## config.mk

```make
export PLATFORM = sky130hd
export DESIGN_NAME = pt_top_level
export DESIGN_NICKNAME = d
export VERILOG_FILES = /design/src/rtl/pt_top_level.sv
export SDC_FILE = /design/constraint.sdc
export NUM_CORES = 1
export LEC_CHECK = 0
export BUFFER_PORTS_ARGS = -buffer_cell sky130_fd_sc_hd__buf_2
export CAP_MARGIN = 20
export CORE_ASPECT_RATIO = 0.6
export CORE_MARGIN = 5
export CORE_UTILIZATION = 50
export DETAILED_ROUTE_END_ITERATION = 7
export PLACE_DENSITY = 0.85
export SLEW_MARGIN = 0
export SYNTH_ARGS = -nofsm -noshare
export SYNTH_HDL_FRONTEND = slang
export SYNTH_SLANG_ARGS = --single-unit
export TNS_END_PERCENT = 5
```

## constraint.sdc

```tcl
create_clock -name CLK_P_0 -period 2.9 [get_ports CLK_P_0]
set_input_delay 0.29 -clock CLK_P_0 [delete_from_list [all_inputs] [get_ports CLK_P_0]]
set_output_delay 0.29 -clock CLK_P_0 [all_outputs]
set_load 0.01 [all_outputs]
```

## src/rtl/pt_top_level.sv

```systemverilog
// pt_top_level: user-FPGA top level for the proFPGA duo test design (site TA1).
// Exposes a four-entry register file to the host over the 20-bit DMBI link
// and drives the three module LEDs.
//
// Parameters:
//   DEVICE     FPGA type string; "XV7S" sets bit 0 of the ID register.
// Ports:
//   CLK_P_0/CLK_N_0    master clock 0 (differential); rising CLK_P_0 is the only edge used
//   SYNC_P_0/SYNC_N_0  master sync 0 (differential); SYNC_P_0 high = synchronous reset
//   DMBI_H2F[19:0]     command  {req, we, addr[1:0], wdata[15:0]}
//   DMBI_F2H[19:0]     response {ack, err, addr[1:0], rdata[15:0]}, all zero when no ack
//   LED_BLUE/GREEN/RED active-high LEDs
// Register map: 0 ID (RO), 1 SCRATCH (RW), 2 LED_CTRL (RW, [3]=override enable,
//   [2:0]={blue,green,red}), 3 CMD_CNT (RO, accepted commands).
// Configuration macro:
//   PT_HEARTBEAT_EN    defined: LED_GREEN is bit 23 of a free-running heartbeat counter;
//                      undefined: LED_GREEN shows "out of reset".
module pt_top_level #(
  parameter DEVICE = "XV7S"
) (
  input  logic        CLK_P_0,
  input  logic        CLK_N_0,
  input  logic        SYNC_P_0,
  input  logic        SYNC_N_0,
  input  logic [19:0] DMBI_H2F,
  output logic [19:0] DMBI_F2H,
  output logic        LED_BLUE,
  output logic        LED_GREEN,
  output logic        LED_RED
);

  localparam logic [15:0] ID_VALUE = {15'h6850, (DEVICE == "XV7S")};

  // Only the positive legs of the differential pairs are used.
  logic unused_diff;
  assign unused_diff = CLK_N_0 ^ SYNC_N_0;

  logic        rst;
  logic        req;
  logic        we;
  logic [1:0]  addr;
  logic [15:0] wdata;

  assign rst   = SYNC_P_0;
  assign req   = DMBI_H2F[19];
  assign we    = DMBI_H2F[18];
  assign addr  = DMBI_H2F[17:16];
  assign wdata = DMBI_H2F[15:0];

  logic [15:0] scratch_q;
  logic [3:0]  led_ctrl_q;
  logic [15:0] cmd_cnt_q;
  logic        sticky_q;

`ifdef PT_HEARTBEAT_EN
`ifdef SYNTHESIS
  localparam logic [23:0] HB_STEP = 24'h000001;
`else
  // Fast heartbeat in simulation: bit 23 toggles every 8 cycles.
  localparam logic [23:0] HB_STEP = 24'h100000;
`endif
  logic [23:0] hb_cnt_q;
  logic        green_idle;
  assign green_idle = hb_cnt_q[23];
`else
  logic        green_idle;
  assign green_idle = 1'b1;
`endif

  logic [15:0] cur_rdata;
  logic [15:0] resp_rdata;
  logic        wr_rw;
  logic        wr_ro;
  logic [19:0] f2h_d;

  always_comb begin
    cur_rdata  = '0;
    resp_rdata = '0;
    wr_rw      = 1'b0;
    wr_ro      = 1'b0;
    f2h_d      = '0;

    unique case (addr)
      2'd0:    cur_rdata = ID_VALUE;
      2'd1:    cur_rdata = scratch_q;
      2'd2:    cur_rdata = {12'h000, led_ctrl_q};
      default: cur_rdata = cmd_cnt_q;
    endcase

    wr_rw = req && we && (addr == 2'd1 || addr == 2'd2);
    wr_ro = req && we && (addr == 2'd0 || addr == 2'd3);

    // A successful write echoes the value as it will be stored.
    if (wr_rw)
      resp_rdata = (addr == 2'd1) ? wdata : {12'h000, wdata[3:0]};
    else
      resp_rdata = cur_rdata;

    if (req)
      f2h_d = {1'b1, wr_ro, addr, resp_rdata};
  end

  always_ff @(posedge CLK_P_0) begin
    if (rst) begin
      scratch_q  <= '0;
      led_ctrl_q <= '0;
      cmd_cnt_q  <= '0;
      sticky_q   <= 1'b0;
      DMBI_F2H   <= '0;
      LED_RED    <= 1'b1;
      LED_BLUE   <= 1'b0;
      LED_GREEN  <= 1'b0;
`ifdef PT_HEARTBEAT_EN
      hb_cnt_q   <= '0;
`endif
    end else begin
      DMBI_F2H <= f2h_d;

      if (req)
        cmd_cnt_q <= cmd_cnt_q + 16'd1;

      if (wr_rw && addr == 2'd1)
        scratch_q <= wdata;

      // Clearing (LED_CTRL write) and setting (RO write) are mutually
      // exclusive because only one command is accepted per cycle.
      if (wr_rw && addr == 2'd2) begin
        led_ctrl_q <= wdata[3:0];
        sticky_q   <= 1'b0;
      end else if (wr_ro) begin
        sticky_q   <= 1'b1;
      end

      // LEDs follow register state with one cycle of lag.
      if (led_ctrl_q[3]) begin
        LED_BLUE  <= led_ctrl_q[2];
        LED_GREEN <= led_ctrl_q[1];
        LED_RED   <= led_ctrl_q[0];
      end else begin
        LED_BLUE  <= sticky_q;
        LED_GREEN <= green_idle;
        LED_RED   <= 1'b0;
      end

`ifdef PT_HEARTBEAT_EN
      hb_cnt_q <= hb_cnt_q + HB_STEP;
`endif
    end
  end

endmodule

```

# --- After elaboration in Yosys (flattened, before gate mapping) ---
# Cells that the tools add are included.
classes:
  n_reduce_logical: 10
  n_eq_ne: 3
  bitwise_logic: 1
  add_sub_neg: 1
  muxes: 7
ops:
  columns: ["op", "count"]
  rows:
  - ["$pmux 16 s3", 1]
  - ["$mux 16", 2]
  - ["$mux 20", 1]
  - ["$add 16x1->16 const B", 1]
  - ["$logic_and 1x1->1", 5]
  - ["$eq 2x2->1 const B", 2]
  - ["$reduce_or 2->1", 2]
  - ["$mux 1", 3]
  - ["$eq 2x1->1 const B", 1]
  - ["$logic_not 2->1", 1]
  - ["$logic_or 1x1->1", 2]
  - ["$not 1->1", 1]
word_totals:
  in_bits: 24
  regBits: 60

# --- Logic depth before layout (Yosys ltp) ---
# Gate-level depths: netlist of the first run.
depth:
  depth_word: 5
  ltp_mapped: 8
  depth_no_buf: 6

# --- Worst setup path before layout of the first run ---
# OpenSTA, ideal clock, no wires.
synth_path:
  path_kind: "input to register"
  from: "input DMBI_H2F[16]"
  to: "register DMBI_F2H[12]"
  setup_time_ns: 0.070
  cell_stages: 7
  arrival_time_ns: 1.519
  n_path_buf: 2
  setup_slack_ns: 1.311
  path_cell_list: "inv_1 ha_1 and3_1 buf_2 buf_2 a211o_1 a21oi_1"
synth_via:
  elab_chain_len: 4
  word_cells_on_any_way: 8
  cone_classes: "2 x eq/ne; 3 x mux; 3 x reduce/logical"
synth_lines:
  columns: ["element", "line_no", "text"]
  rows:
  - ["from (decl)", "25", "input logic [19:0] DMBI_H2F,"]
  - ["parallel branches: the longest is 3 deep, another holds $pmux 16 s3", null, null]
  - ["$mux 16 *", "94", "if (wr_rw)"]
  - ["to (signal assigned)", "117", "DMBI_F2H <= f2h_d;"]
  - ["to (decl)", "26", "output logic [19:0] DMBI_F2H,"]
# Every way passes the cells marked *.
# A chain may end at the register's enable or synchronous reset.

# --- Worst setup path in the final report of the first run ---
layout_path:
  from: "register cmd_cnt_q[0]"
  to: "register cmd_cnt_q[12]"
layout_via:
  elab_chain_len: 1
layout_lines:
  columns: ["element", "line_no", "text"]
  rows:
  - ["from (decl)", "52", "logic [15:0] cmd_cnt_q;"]
  - ["from (signal assigned)", "120", "cmd_cnt_q <= cmd_cnt_q + 16'd1;"]
  - ["$add 16x1->16", "120", null]
# Every way passes these cells.

==> results.py, run 1 <==
metrics = {
    "status": {
        "status": "finished, final reports clean",
    },
    "routing": {
        "drt_iter0_markers": 229,
        "drcViolationCount": 0,
        "drt-total-wl_microns": 6230,
        "drt_first_pass_iters": 5,
        "vias_per_cell": 5.46,
        "ant_nets": 0,
        "routedWlPerCell_microns": 14.8,
        "num_vias": 2303,
    },
    "pwr": {
        "power-per-cell-area_mw_per_mm2": 564,
        "p_leak_nw": 1.19,
        "vdd_ir_drop_max_mv": 0.385,
    },
    "place": {
        "port_buffers": 44,
        "hpwl_microns": 4360,
        "dp_cells": 406,
        "place_area_sq_mm": 0.00278,
        "dp_worst_setup_slack_ns": 1.03,
        "gp_congestion": 0.857,
    },
    "setup_path": {
        "crit_required_ns": 3.12,
        "crit_type": "register to register",
        "cp-end-kind": "register",
        "start_kind": "register",
        "critPathMaxFanout": 7,
        "cp.arrival_ns": 1.93,
    },
    "floorplanning": {
        "die_area_sq_mm": 0.00656,
        "placeableCoreArea_sq_mm": 0.00471,
        "placementRows": 19,
        "ios": 47,
        "die_y_microns": 64.8,
        "die_w_microns": 101,
        "start_util_pct": 53.1,
    },
    "global_route": {
        "antenna_found_initial": 0,
        "use_met2_pct": 29.6,
        "grt_use_met1_pct": 27.1,
        "grtUsageTotal_pct": 20.1,
        "grt_overflow": 0,
        "grtUsageMet3_pct": 6.65,
        "grt_pass1_vias": 2144,
        "grt_max_degree": 46,
        "busiest_layer": "met2",
        "grt_pass1_wl_microns": 10100,
    },
    "synth": {
        "avgSynthCellArea_sq_um": 8.06,
        "yosys.area.top_type": "dfxtp_1",
        "synth_top_area_share_pct": 48.0,
        "netlist_area_sq_mm": 0.00250,
        "synthDistinctLibCells": 33,
        "yosys_warnings": 0,
        "syn_nets": 339,
        "synth-seq-area-share_pct": 48.0,
        "synth_top_cells_by_area": "dfxtp_1 48%, nand2_1 11%, a21oi_1 8.8%, nor2_1 3.5%, o21ai_0 3.0%",
        "ys_seq_elements": 60,
        "syn_inst": 310,
    },
    "clocking": {
        "clk_latency_ns": 0.35,
        "path_clk_slew_ns": 0.06,
        "cts_sinks": 60,
        "clockBufferDepth": 2,
        "cts_resized": 0,
        "htree_levels": 3,
        "numCtsBuffers": 9,
        "cts_root_buffer": "clkbuf_8",
        "post_cts_buffers": 0,
        "cts_tree": "done",
        "postCtsHoldBufs": 0,
    },
    "cells_and_area": {
        "fin_area_sq_mm": 0.00297,
        "nNetsFinal": 383,
        "syn_to_final_growth_pct": 18.7,
        "diodes": 0,
        "drive_gt1_share_pct": 20.9,
        "postLayoutCoreUtil_pct": 63.1,
        "stdcell_count": 422,
    },
    "timing": {
        "setup_violations": 0,
        "slew_headroom_pct": 67.4,
        "rsz0062_at_grt": "no",
        "setup_ws_ns": 1.20,
        "tns_ns": 0,
        "drv_slew": 0,
        "worst_slew_pin_slew_ns": 0.489,
        "clock.fmax_mhz": 587,
        "min_period_over_period_pct": 58.7,
        "fin_skew_ns": 0.00801,
        "period_minus_slack_ns": 1.70,
        "finalHoldViolCount": 0,
    },
    "flow_run": {
        "maxCapViolCount": 0,
    },
    "min_path": {
        "min_path_type": "input pin to register",
    },
}
-- worst max-delay path, cell delays in order, from the launching register on --
cell and delay, ns:
dfxtp_1 0.44, ha_1 0.34, inv_1 0.07, or4_4 0.53, xnor2_1 0.14, nor2_1 0.05
-- stage by stage --
stage                     hold WS (ns)  power [mW]
after floorplan                  0.426       0.940
after global placement           0.438       0.988
after detailed placement         0.446       0.991
after CTS                        0.177        1.69
after global routing             0.204        1.75
final                            0.190        1.67
-- placed cells by master (no fill, tap or decap), types with 2 or more instances in the layout --
cell type	count
nand3_1	11
xnor2_1	4
buf_2	44
nand2b_1	2
nand2_1	71
nor2b_1	3
dfxtp_1	60
and3_1	3
clkbuf_8	12
nand4_1	6
mux2i_1	2
o21ai_0	15
buf_4	8
a22oi_1	3
mux2_2	3
a211oi_1	2
ha_1	5
nor3_1	4
nor3b_1	7
nor2_1	23
clkinv_2	3
xor2_1	6
a21oi_1	44
inv_1	7
-- per-layer routing --
metal / vias up / wire length [microns] / share of wire, %
met2: 95 / 2670 / 43
li1: 1138 / - / -
met3: 9 / 556 / 8.9
met4: 0 / 78 / 1.3
met5: - / 0 / 0
met1: 1061 / 2920 / 47
-- final timing paths --
check	from	endpoint	slack, ns	cells after the start
worst max-delay path	cmd_cnt_q[0]	cmd_cnt_q[12]	1.20	5
worst min-delay path	DMBI_H2F[10]	scratch_q[10]	0.19	3
worst max register to register	cmd_cnt_q[0]	cmd_cnt_q[12]	1.20	5
worst min register to register	scratch_q[9]	scratch_q[9]	0.45	2
-- cell type report --
cell class	instances	area, sq um
inverters	7	26.3
clock inverters	4	22.5
fillers	403	1740
well taps	63	78.8
repair buffers	52	280
clock buffers	12	165
flip-flops and latches	60	1200
multi-input cells	224	1190
-- sequential cells by signal, indices dropped and copies added, names as in the netlist --
register    count
LED_RED         1
LED_BLUE        1
led_ctrl_q      4
cmd_cnt_q      16
LED_GREEN       1
DMBI_F2H       20
scratch_q      16
sticky_q        1
-- synthesized netlist by cell type (all sizes together) --
master / n
dfxtp: 60
nand2: 71
nand4: 7
xor2: 6
inv: 7
a21o: 1
a221oi: 1
a22oi: 3
a211o: 1
or3: 1
nor3: 4
a21oi: 44
nor2b: 3
nand3: 11
o21ai: 15
nor2: 23
a31o: 1
and3: 3
mux2i: 2
mux2: 3
xnor2: 4
ha: 5
nor3b: 7
nor4: 1
and4: 2
clkbuf: 10
buf: 9
or4: 1
nand2b: 2
a211oi: 2
-- cells by family (layout without fill, tap and decap cells) --
kind of cell,count (synthesis),count (layout),synth area share [%]
xor gates and xnor gates,10,10,3.50
AOI/OAI and AO/OA,68,68,14.7
and+or+nand+nor,136,136,24.9
muxes,5,5,2.15
DFF,60,60,48.0
adders and majority gates,5,5,2.50
buffers and inverters,26,75,4.20
-- power breakdown --
part	internal (mW)	switching, mW	leakage (nW)
registers	0.840	0.00910	0.486
clock network	0.375	0.325	0.0982
logic	0.0456	0.0795	0.603
Note: power is estimated with default switching activity, not from simulation.
==> run 2: changes to the inputs <==
--- a/config.mk
+++ b/config.mk
@@ -9,9 +9,9 @@
 export CAP_MARGIN = 20
 export CORE_ASPECT_RATIO = 0.6
 export CORE_MARGIN = 5
-export CORE_UTILIZATION = 50
+export CORE_UTILIZATION = 49
 export DETAILED_ROUTE_END_ITERATION = 7
-export PLACE_DENSITY = 0.85
+export PLACE_DENSITY = 0.87
 export SLEW_MARGIN = 0
 export SYNTH_ARGS = -nofsm -noshare
 export SYNTH_HDL_FRONTEND = slang
==> constraint.sdc (replaced) <==
create_clock -name CLK_P_0 -period 1.5 [get_ports CLK_P_0]
set_input_delay 0.15 -clock CLK_P_0 [delete_from_list [all_inputs] [get_ports CLK_P_0]]
set_output_delay 0.15 -clock CLK_P_0 [all_outputs]
set_load 0.01 [all_outputs]
==> run 2 against run 1 <==
Critical path depth did not move. Sequential share of layout area decreased by 2.6 points. Fmax rose by 19%. Clock skew down 0.00092 ns. Count of clock-buffer cells in the layout is 1 lower. Critical endpoint unchanged.
==> results.py, run 2 (synthesis results as in run 1) <==
metrics = {
    "status": {
        "status": "finished, final reports clean",
    },
    "routing": {
        "drcViolationCount": 0,
        "vias_per_cell": 5.38,
        "num_vias": 2414,
        "routedWlPerCell_microns": 14.4,
        "ant_nets": 0,
        "drt-total-wl_microns": 6460,
        "drt_first_pass_iters": 4,
        "drt_iter0_markers": 182,
    },
    "setup_path": {
        "crit_required_ns": 1.72,
        "path_cells": "ha_2 > inv_1 > or4_4 > xnor2_2 > nor2_1",
        "r2r_cells": 5,
        "cp-end-kind": "register",
        "crit_family": "simple AND/OR/NAND/NOR gates",
        "cp_slowest_cell": "or4_4",
        "critPathMaxFanout": 2,
        "cp.arrival_ns": 1.65,
        "cp_slowest_stage_delay_ns": 0.53,
        "crit_buf_inv": 1,
        "start_kind": "register",
        "path_depth": 5,
        "crit_type": "register to register",
    },
    "timing": {
        "min_period_over_period_pct": 95.3,
        "worst_slew_pin_slew_ns": 0.353,
        "drv_slew": 0,
        "rsz0062_at_grt": "no",
        "slew_headroom_pct": 76.4,
        "period_minus_slack_ns": 1.43,
        "finalHoldViolCount": 0,
        "fin_skew_ns": 0.00709,
        "tns_ns": 0,
        "clock.fmax_mhz": 699,
        "setup_ws_ns": 0.0698,
        "setup_violations": 0,
    },
    "floorplanning": {
        "placementRows": 20,
        "die_w_microns": 102,
        "die_y_microns": 65.3,
        "ios": 47,
        "die_area_sq_mm": 0.00668,
        "start_util_pct": 50.0,
        "placeableCoreArea_sq_mm": 0.00500,
    },
    "flow_run": {
        "maxCapViolCount": 0,
    },
    "clocking": {
        "htree_levels": 3,
        "post_cts_buffers": 0,
        "cts_sinks": 60,
        "clk_latency_ns": 0.34,
        "cts_tree": "done",
        "cts_root_buffer": "clkbuf_8",
        "numCtsBuffers": 9,
        "path_clk_slew_ns": 0.07,
        "clockBufferDepth": 2,
    },
    "min_path": {
        "min_path_type": "input pin to register",
        "hold_depth": 3,
    },
    "global_route": {
        "grt_max_degree": 31,
        "grt_pass1_wl_microns": 10600,
        "grt_pass1_vias": 2243,
        "grt_overflow": 0,
        "grtUsageTotal_pct": 20.7,
        "antenna_found_initial": 0,
    },
    "pwr": {
        "power-per-cell-area_mw_per_mm2": 1000,
        "total_power_mw": 3.17,
        "vdd_ir_drop_max_mv": 0.585,
        "p_leak_nw": 1.31,
    },
    "cells_and_area": {
        "diodes": 0,
        "largest_reg_flops": 20,
        "mostFrequentLayoutCells": "71 x nand2_1, 59 x dfxtp_1, 44 x a21oi_1, 44 x buf_2, 31 x buf_4",
        "syn_to_final_growth_pct": 26.9,
        "nNetsFinal": 407,
        "final_common_cell": "nand2_1",
        "top_regs": "DMBI_F2H (20), cmd_cnt_q (16), scratch_q (16)",
        "largest-register": "DMBI_F2H",
        "drive_gt1_share_pct": 26.6,
    },
    "place": {
        "gp_congestion": 0.911,
        "hpwl_microns": 4660,
        "dp_worst_setup_slack_ns": -0.000731,
        "port_buffers": 44,
    },
}
-- run 2: cell type report --
cell class | count | area (sq um)
inverter | 7 | 26.3
sequential | 60 | 1200
clock inverter | 5 | 27.5
fill | 467 | 1830
multi-input combinational | 224 | 1220
clock buffer | 11 | 141
tap | 66 | 82.6
timing repair buffer | 76 | 473
-- run 2: power breakdown --
group / switching [mW] / leakage (nW) / internal [mW] / total, mW
Sequential: 0.0118 / 0.487 / 1.62 / 1.64
Combinational: 0.169 / 0.736 / 0.119 / 0.288
Clock: 0.617 / 0.0889 / 0.632 / 1.25
Total: 0.798 / 1.31 / 2.38 / 3.17
-- run 2: what timing repair did --
action	CTS	global route
hold buffers	0	0
gates resized for setup	0	4
setup endpoints to repair	0	2
-- run 2: path summary, 6_finish.rpt --
check | end | start | slack, ns
worst max-delay path | cmd_cnt_q[12] | cmd_cnt_q[0] | 0.07
worst min-delay path | scratch_q[10] | DMBI_H2F[10] | 0.06
worst max register to register | cmd_cnt_q[12] | cmd_cnt_q[0] | 0.07
worst min register to register | scratch_q[8] | scratch_q[8] | 0.45
-- run 2: metrics by stage --
stage / std cells / utilization, % / instance area [sq um] / hold WS, ns
after detailed placement: 433 / 59.5 / 2980 / 0.415
after CTS: 449 / 62.9 / 3150 / 0.0546
after global routing: 449 / 63.4 / 3170 / 0.0651
after global placement: 433 / 59.5 / 2980 / 0.409
final: 449 / 63.4 / 3170 / 0.0638
after floorplan: 310 / - / 2500 / 0.286
-- run 2: worst reg2reg max path: stages, from the launching register on --
cell and delay (ns):
dfxtp_1 0.34, ha_2 0.20, inv_1 0.04, or4_4 0.53
xnor2_2 0.14, nor2_1 0.05
-- run 2: layer usage --
| metal | track usage [%] | up-vias | wire length [microns] |
|---|---|---|---|
| li1 | - | 1192 | - |
| met1 | 27.1 | 1111 | 2950 |
| met2 | 32.0 | 101 | 2820 |
| met3 | 6.89 | 10 | 597 |
| met4 | 7.04 | 0 | 91 |
| met5 | 0 | - | 0 |
